<file path="src/rtl/aes_pkg.sv">
// Shared AES helpers: key-length encodings, Nk/Nr lookup, xtime and the S-box.
package aes_pkg;

  typedef enum logic [1:0] {
    KL_128 = 2'd0,
    KL_192 = 2'd1,
    KL_256 = 2'd2,
    KL_BAD = 2'd3
  } key_len_e;

  localparam logic [7:0] RCON_INIT = 8'h01;

  // Forward S-box, entry 0x00 in the top byte.
  localparam logic [2047:0] SBOX_TBL = {
    128'h637c777bf26b6fc53001672bfed7ab76,
    128'hca82c97dfa5947f0add4a2af9ca472c0,
    128'hb7fd9326363ff7cc34a5e5f171d83115,
    128'h04c723c31896059a071280e2eb27b275,
    128'h09832c1a1b6e5aa0523bd6b329e32f84,
    128'h53d100ed20fcb15b6acbbe394a4c58cf,
    128'hd0efaafb434d338545f9027f503c9fa8,
    128'h51a3408f929d38f5bcb6da2110fff3d2,
    128'hcd0c13ec5f974417c4a77e3d645d1973,
    128'h60814fdc222a908846eeb814de5e0bdb,
    128'he0323a0a4906245cc2d3ac629195e479,
    128'he7c8376d8dd54ea96c56f4ea657aae08,
    128'hba78252e1ca6b4c6e8dd741f4bbd8b8a,
    128'h703eb5664803f60e613557b986c11d9e,
    128'he1f8981169d98e949b1e87e9ce5528df,
    128'h8ca1890dbfe6426841992d0fb054bb16
  };

  function automatic logic key_len_legal(input logic [1:0] kl);
    logic ok;
    ok = (kl != KL_BAD);
    return ok;
  endfunction

  function automatic logic [3:0] nk_of(input logic [1:0] kl);
    logic [3:0] nk;
    case (kl)
      KL_128:  nk = 4'd4;
      KL_192:  nk = 4'd6;
      KL_256:  nk = 4'd8;
      default: nk = 4'd0;
    endcase
    return nk;
  endfunction

  function automatic logic [3:0] nr_of(input logic [1:0] kl);
    logic [3:0] nr;
    case (kl)
      KL_128:  nr = 4'd10;
      KL_192:  nr = 4'd12;
      KL_256:  nr = 4'd14;
      default: nr = 4'd0;
    endcase
    return nr;
  endfunction

  function automatic logic [7:0] xtime(input logic [7:0] b);
    logic [7:0] r;
    r = {b[6:0], 1'b0} ^ (b[7] ? 8'h1b : 8'h00);
    return r;
  endfunction

  function automatic logic [7:0] sbox(input logic [7:0] b);
    int unsigned idx;
    idx = 32'd255 - 32'(b);
    return SBOX_TBL[8*idx +: 8];
  endfunction

endpackage

</file>
<file path="src/rtl/aes_sub_word.sv">
// SubWord: four parallel S-box lookups on a 32-bit word.
module aes_sub_word
  import aes_pkg::*;
(
  input  logic [31:0] i_word,
  output logic [31:0] o_word
);

  logic [31:0] w_sub;

  always_comb begin
    w_sub = '0;
    for (int b = 0; b < 4; b++) begin
      w_sub[8*b +: 8] = sbox(i_word[8*b +: 8]);
    end
  end

  assign o_word = w_sub;

endmodule

</file>
<file path="src/rtl/aes_key_schedule_seq.sv">
// Sequential AES-128/192/256 key expansion, one word per clock into a schedule
// buffer, with a zero-latency 128-bit round-key read port.
module aes_key_schedule_seq
  import aes_pkg::*;
#(
  parameter int unsigned MAX_NK = 8
) (
  input  logic                  clk,
  input  logic                  reset,
  input  logic                  start,
  input  logic [1:0]            key_len,
  input  logic [32*MAX_NK-1:0]  key_in,
  output logic                  busy,
  output logic                  done,
  output logic                  err,
  output logic                  key_valid,
  input  logic [3:0]            rk_idx,
  output logic [127:0]          rk_out
);

  localparam int unsigned NW = 4 * (MAX_NK + 7);
  localparam int unsigned IW = $clog2(NW);

  typedef enum logic [1:0] {
    ST_IDLE   = 2'd0,
    ST_EXPAND = 2'd1,
    ST_DONE   = 2'd2
  } state_e;

  state_e        r_state;
  logic [31:0]   r_w [NW];
  logic [IW-1:0] r_i;
  logic [3:0]    r_j;
  logic [7:0]    r_rcon;
  logic [3:0]    r_nk;
  logic [3:0]    r_nr;

  logic [3:0]    w_nk_in;
  logic          w_accept;
  logic [31:0]   w_prev;
  logic [31:0]   w_back;
  logic [31:0]   w_sub_in;
  logic [31:0]   w_sub_out;
  logic [31:0]   w_temp;
  logic [31:0]   w_new;
  logic          w_last;
  logic [5:0]    w_rk_base;

  assign w_nk_in  = nk_of(key_len);
  assign w_accept = start && key_len_legal(key_len) && (32'(w_nk_in) <= MAX_NK);

  // Recurrence inputs: w[i-1] and w[i-Nk]
  assign w_prev   = r_w[r_i - IW'(1)];
  assign w_back   = r_w[r_i - IW'(r_nk)];
  assign w_sub_in = (r_j == 4'd0) ? {w_prev[7:0], w_prev[31:8]} : w_prev;

  aes_sub_word u_sub_word (
    .i_word (w_sub_in),
    .o_word (w_sub_out)
  );

  always_comb begin
    w_temp = w_prev;
    if (r_j == 4'd0) begin
      w_temp = w_sub_out ^ {24'h000000, r_rcon};
    end else if ((r_nk == 4'd8) && (r_j == 4'd4)) begin
      w_temp = w_sub_out;
    end
  end

  assign w_new  = w_back ^ w_temp;
  assign w_last = (r_i == IW'({r_nr, 2'b00} + 6'd3));

  // Control FSM with registered status outputs
  always_ff @(posedge clk or posedge reset) begin
    if (reset) begin
      r_state   <= ST_IDLE;
      busy      <= 1'b0;
      done      <= 1'b0;
      err       <= 1'b0;
      key_valid <= 1'b0;
      r_i       <= '0;
      r_j       <= '0;
      r_rcon    <= RCON_INIT;
      r_nk      <= '0;
      r_nr      <= '0;
    end else begin
      done <= 1'b0;
      err  <= 1'b0;
      case (r_state)
        ST_IDLE: begin
          if (start) begin
            if (w_accept) begin
              r_state   <= ST_EXPAND;
              busy      <= 1'b1;
              key_valid <= 1'b0;
              r_nk      <= w_nk_in;
              r_nr      <= nr_of(key_len);
              r_i       <= IW'(w_nk_in);
              r_j       <= 4'd0;
              r_rcon    <= RCON_INIT;
            end else begin
              err <= 1'b1;
            end
          end
        end
        ST_EXPAND: begin
          r_i <= r_i + IW'(1);
          r_j <= (r_j == r_nk - 4'd1) ? 4'd0 : r_j + 4'd1;
          if (r_j == 4'd0) begin
            r_rcon <= xtime(r_rcon);
          end
          if (w_last) begin
            r_state <= ST_DONE;
          end
        end
        ST_DONE: begin
          done      <= 1'b1;
          key_valid <= 1'b1;
          busy      <= 1'b0;
          r_state   <= ST_IDLE;
        end
        default: begin
          busy    <= 1'b0;
          r_state <= ST_IDLE;
        end
      endcase
    end
  end

  // Schedule buffer: key words on acceptance, one expanded word per EXPAND cycle
  always_ff @(posedge clk) begin
    if ((r_state == ST_IDLE) && w_accept) begin
      for (int unsigned k = 0; k < MAX_NK; k++) begin
        if (k < 32'(w_nk_in)) begin
          r_w[IW'(k)] <= key_in[32*k +: 32];
        end
      end
    end else if (r_state == ST_EXPAND) begin
      r_w[r_i] <= w_new;
    end
  end

  assign w_rk_base = {rk_idx, 2'b00};

  always_comb begin
    rk_out = '0;
    if (key_valid && (rk_idx <= r_nr)) begin
      rk_out = {r_w[IW'(w_rk_base + 6'd3)], r_w[IW'(w_rk_base + 6'd2)],
                r_w[IW'(w_rk_base + 6'd1)], r_w[IW'(w_rk_base)]};
    end
  end

endmodule
</file>
<file path="config.mk">
export PLATFORM = sky130hd
export DESIGN_NAME = aes_key_schedule_seq
export DESIGN_NICKNAME = d
export VERILOG_FILES = /design/src/rtl/aes_pkg.sv /design/src/rtl/aes_sub_word.sv /design/src/rtl/aes_key_schedule_seq.sv
export SDC_FILE = /design/constraint.sdc
export NUM_CORES = 2
export LEC_CHECK = 0
export BUFFER_PORTS_ARGS = -buffer_cell sky130_fd_sc_hd__buf_2
export CORE_MARGIN = 5
export CORE_UTILIZATION = 40
export CTS_BUF_LIST = sky130_fd_sc_hd__clkbuf_2
export DETAILED_ROUTE_END_ITERATION = 8
export PLACE_DENSITY_LB_ADDON = 0.25
export SLEW_MARGIN = 20
export SYNTH_ARGS = -nofsm -noshare
export SYNTH_HDL_FRONTEND = slang
export SYNTH_HIERARCHICAL = 1
export SYNTH_SLANG_ARGS = --single-unit
</file>
<file path="constraint.sdc">
create_clock -name clk -period 15.9 [get_ports clk]
set_clock_uncertainty 0.05 [all_clocks]
set_input_delay 3.18 -clock clk [delete_from_list [all_inputs] [get_ports clk]]
set_output_delay 3.18 -clock clk [all_outputs]
set_load 0.005 [all_outputs]
</file>
==> summary.md <==
| Metric | Value |
|---|---|
| Post-DP HPWL | `roughly 400000 um` |
| HP Class | `reg2reg` |
| Area grow syn2layout | `9.66%` |
| Worst setup EP type | `register` |
| Fillers | `just under 30000` |
| Worst Path Max Fanout | `124` |
| Fmax | `0.0893 GHz` |
| Sink Count | `2078` |
| Clock root buffer | `clkbuf_2` |
| CTS buffer count | `around 550` |
| H-tree depth | `6` |
| Worst r2r src | `r_i[0]` |
| Setup TNS | `0 ps` |
| Post-CTS setup buffers | `0` |
| Post-synth net total | `between 9000 and 10000` |
| Wl on met1 | `216000 um` |
| Vias per inst | `7.41` |
| Final GP Congestion | `1.04` |
| Number of flops mapped to enable cells by yosys | `around 2000` |
| Critical Path AT | `between 10000 and 15000 ps` |
| GRT Util Overall | `0.358` |
| Clk buf depth | `4` |
| Hold Path Sink | `r_rcon[0]` |
| Starting Density | `0.401` |
| Die H | `582 um` |
| Max-Cap Viols | `0` |
| Outcome | `complete, no violations` |
| R2R cell count | `24` |
| Die Wd | `582 um` |
| CP startpoint kind | `register` |
| Final ANT Viol Nets | `0` |
| Mapped cell area | `0.131 mm^2` |
| Final Max Slew Viols | `0` |
| Routed via count | `roughly 110k` |
| Hold Path Origin | `r_rcon[0]` |
| Delay-heaviest family, CP | `buffers and inverters` |
| Clk Latency, worst-skew pair | `approximately 2300 ps` |
| Final Hold Vio Count | `0` |
| DIE AREA | `0.339 mm^2` |
| First-pass GRT wire length | `approximately 850000 um` |
| Largest net degree at the start of global routing | `127` |
| Worst-Margin Slew | `about 1300 ps` |
| Worst Hold Path Cells | `2` |
| Synth Flop Type | `edfxtp_1` |
| Multi-input gate area | `0.0653 mm^2` |
| Unique masters post-synth | `110` |
| Initial DRT Pass Iterations | `8` |
| CTS clk-pin slew, worst paths | `130 ps` |
| Async set or reset register ratio after synthesis | `0.0144` |
| Post-synthesis cell count | `~9000` |
| Worst-path cell chain | `buf_4, buf_12, buf_12, buf_4, mux4_2, nor2_1, o22ai_1, o211ai_1, o32ai_1, nor2_1, nor2_1, buf_4, inv_1, ha_1, nand2_1, nand2_1, nand2_1, a32oi_1, a21boi_0, a311oi_1, mux2i_1, xnor2_2, inv_1, buf_4` |
| RSZ-0062 raised after global routing | `no` |
| Fin crit period | `between 10000 and 15000 ps` |
| # IOs | `397` |
| FF+latch count, synth | `just over 2000` |
| CTS tree | `done` |
| CP bufs+invs | `8` |
| Sequential cell area | `0.0623 mm^2` |
| Average cell area after synthesis | `14.4 um^2` |
| CTS Hold Bufs | `0` |
| Syn. warnings | `6` |
| WL/cell | `approximately 44 um` |
| WP depth | `24` |
| Initial antenna violation count | `63` |
| Met3 routed WL | `99000 um` |
| Most frequent CP cell | `buf_4` |
| Wire length on met2 | `259000 um` |
| RR Endpoint | `r_w[20][11]` |
| CP max stage delay | `870 ps` |
| Crit path max-delay cell type | `dfrtp_4` |
| Slew HR | `0.161` |
| Setup CP Type | `reg2reg` |
| Core footprint | `between 0.3 and 0.4 mm^2` |
| # DRC | `0` |
| Share of cells above drive strength 1 | `0.345` |
| Total Nets Final | `around 10000` |
| # resized after CTS | `0` |
| R2r setup slk | `4700 ps` |
| Row count | `210` |
| Req. time, crit path | `17580 ps` |
| Worst Hold Margin | `467 ps` |
| Vias in the first global route | `101040` |
| Top Layer Used | `met5` |
| 1st-iter DRT viols | `20258` |
| Fin crit share | `0.704` |
| Seq/Total Area, Yosys | `0.475` |
| Total Wirelength | `627000 um` |
| Final setup viols | `0` |
| Total grt overflow | `0` |
| IO buf count | `396` |
==> layout by cell type (no fill, tap or decap), drive strengths merged, types with 44 or more instances in the layout <==
cell / count
a211oi: 88
a21oi: 287
a221oi: 194
a22oi: 76
a311oi: 53
a31oi: 74
buf: 735
clkbuf: 721
clkinv: 206
diode: 57
edfxtp: 2048
ha: 79
inv: 91
mux2: 128
mux2i: 527
mux4: 1519
nand2: 646
nand2b: 90
nand3: 173
nor2: 501
nor2b: 217
nor3: 115
o211ai: 86
o21ai: 489
o22ai: 48
o311ai: 44
==> worst max path at each step <==
stage                     startpoint           to  slack [ps]
after floorplan               r_i[0]   r_w[10][7]        6900
after CTS                     r_i[0]  r_w[20][11]        5030
after detailed placement      r_i[0]  r_w[17][11]        5100
after global routing          r_i[0]  r_w[20][11]        4460
final                         r_i[0]  r_w[20][11]        4700
after global placement        r_i[0]  r_w[17][11]        5090
==> worst reg2reg max path: cells and delay by family, from the launching register on <==
kind | cells | cell delay (ps)
AO/OA/AOI/OAI | 6 | 1790
AND/OR/NAND/NOR | 6 | 1110
multiplexers | 2 | 880
adder cells (fa/ha/maj) | 1 | 810
flip-flops | 1 | 870
buffers and inverters | 8 | 4720
XOR/XNOR | 1 | 540
==> through the flow <==
stage                     utilization  instances  setup WS, ps  area [um^2]
after CTS                       0.439      14256          5030       143000
after floorplan                     -       9110          6900       131000
after global placement          0.423      13280          5090       138000
after detailed placement        0.423      13283          5100       138000
after global routing            0.439      14273          4460       144000
final                           0.440      14314          4700       144000
==> synthesized netlist by cell type (all sizes together) (26+ instances only) <==
library cell     n  share of area
nand2b          90         0.0043
and3            27         0.0013
a221oi         194          0.013
mux2i          527          0.040
o32ai           26         0.0021
a22oi           76         0.0044
o21ai          489          0.019
o21a            34         0.0019
a21oi          287          0.011
o211ai          86         0.0049
nor2           501          0.014
or2             26         0.0012
nor3           115         0.0044
ha              79         0.0075
mux4          1519           0.26
nor2b          217          0.010
a311oi          53         0.0035
a211oi          88         0.0050
dfrtp           29         0.0055
and2            42         0.0020
inv             76         0.0022
o22ai           48         0.0023
nand3          173         0.0066
edfxtp        2048           0.47
o2111ai         26         0.0017
mux2           128          0.011
a221o           42         0.0032
o221ai          27         0.0019
nand2          646          0.019
buf            452          0.021
a31oi           74         0.0036
o31ai           35         0.0021
xnor2           41         0.0039
clkbuf         455          0.013
o311ai          44         0.0029
==> flip-flops by register name, summed over array words and instances (netlist names) <==
name       flops
key_valid      1
r_rcon         8
busy           1
err            1
r_nk           3
r_j            4
r_w         2048
r_state        2
r_nr           3
done           1
r_i            6
==> cell type report <==
type	count	area share
Inverter	81	0.00213
Tap cell	4346	0.0379
Multi-Input combinational cell	6044	0.454
Antenna cell	57	0.000993
Clock buffer	721	0.0251
Sequential cell	2078	0.433
Clock inverter	252	0.0124
Timing Repair Buffer	735	0.0338
==> metal layers <==
layer / vias up / GRT usage
met1: 53611 / 0.453
met5: - / 0.00524
li1: 39008 / -
met2: 11027 / 0.497
met4: 38 / 0.249
met3: 2372 / 0.147
==> logic make-up (layout without fill, tap and decap cells) <==
family,after synthesis,count (layout),synth area share
flops,2078,2078,0.475
buf+inv,988,1789,0.0359
xor+xnor,64,64,0.00600
compound gates,1808,1808,0.0950
mux,2174,2174,0.313
other cells,0,57,0
simple gates,1918,1918,0.0676
fa+ha+maj,80,80,0.00770
Power is left out: the tool's default activity adds up to more than one toggle a clock period on the data nets, which glitch-free logic cannot reach.
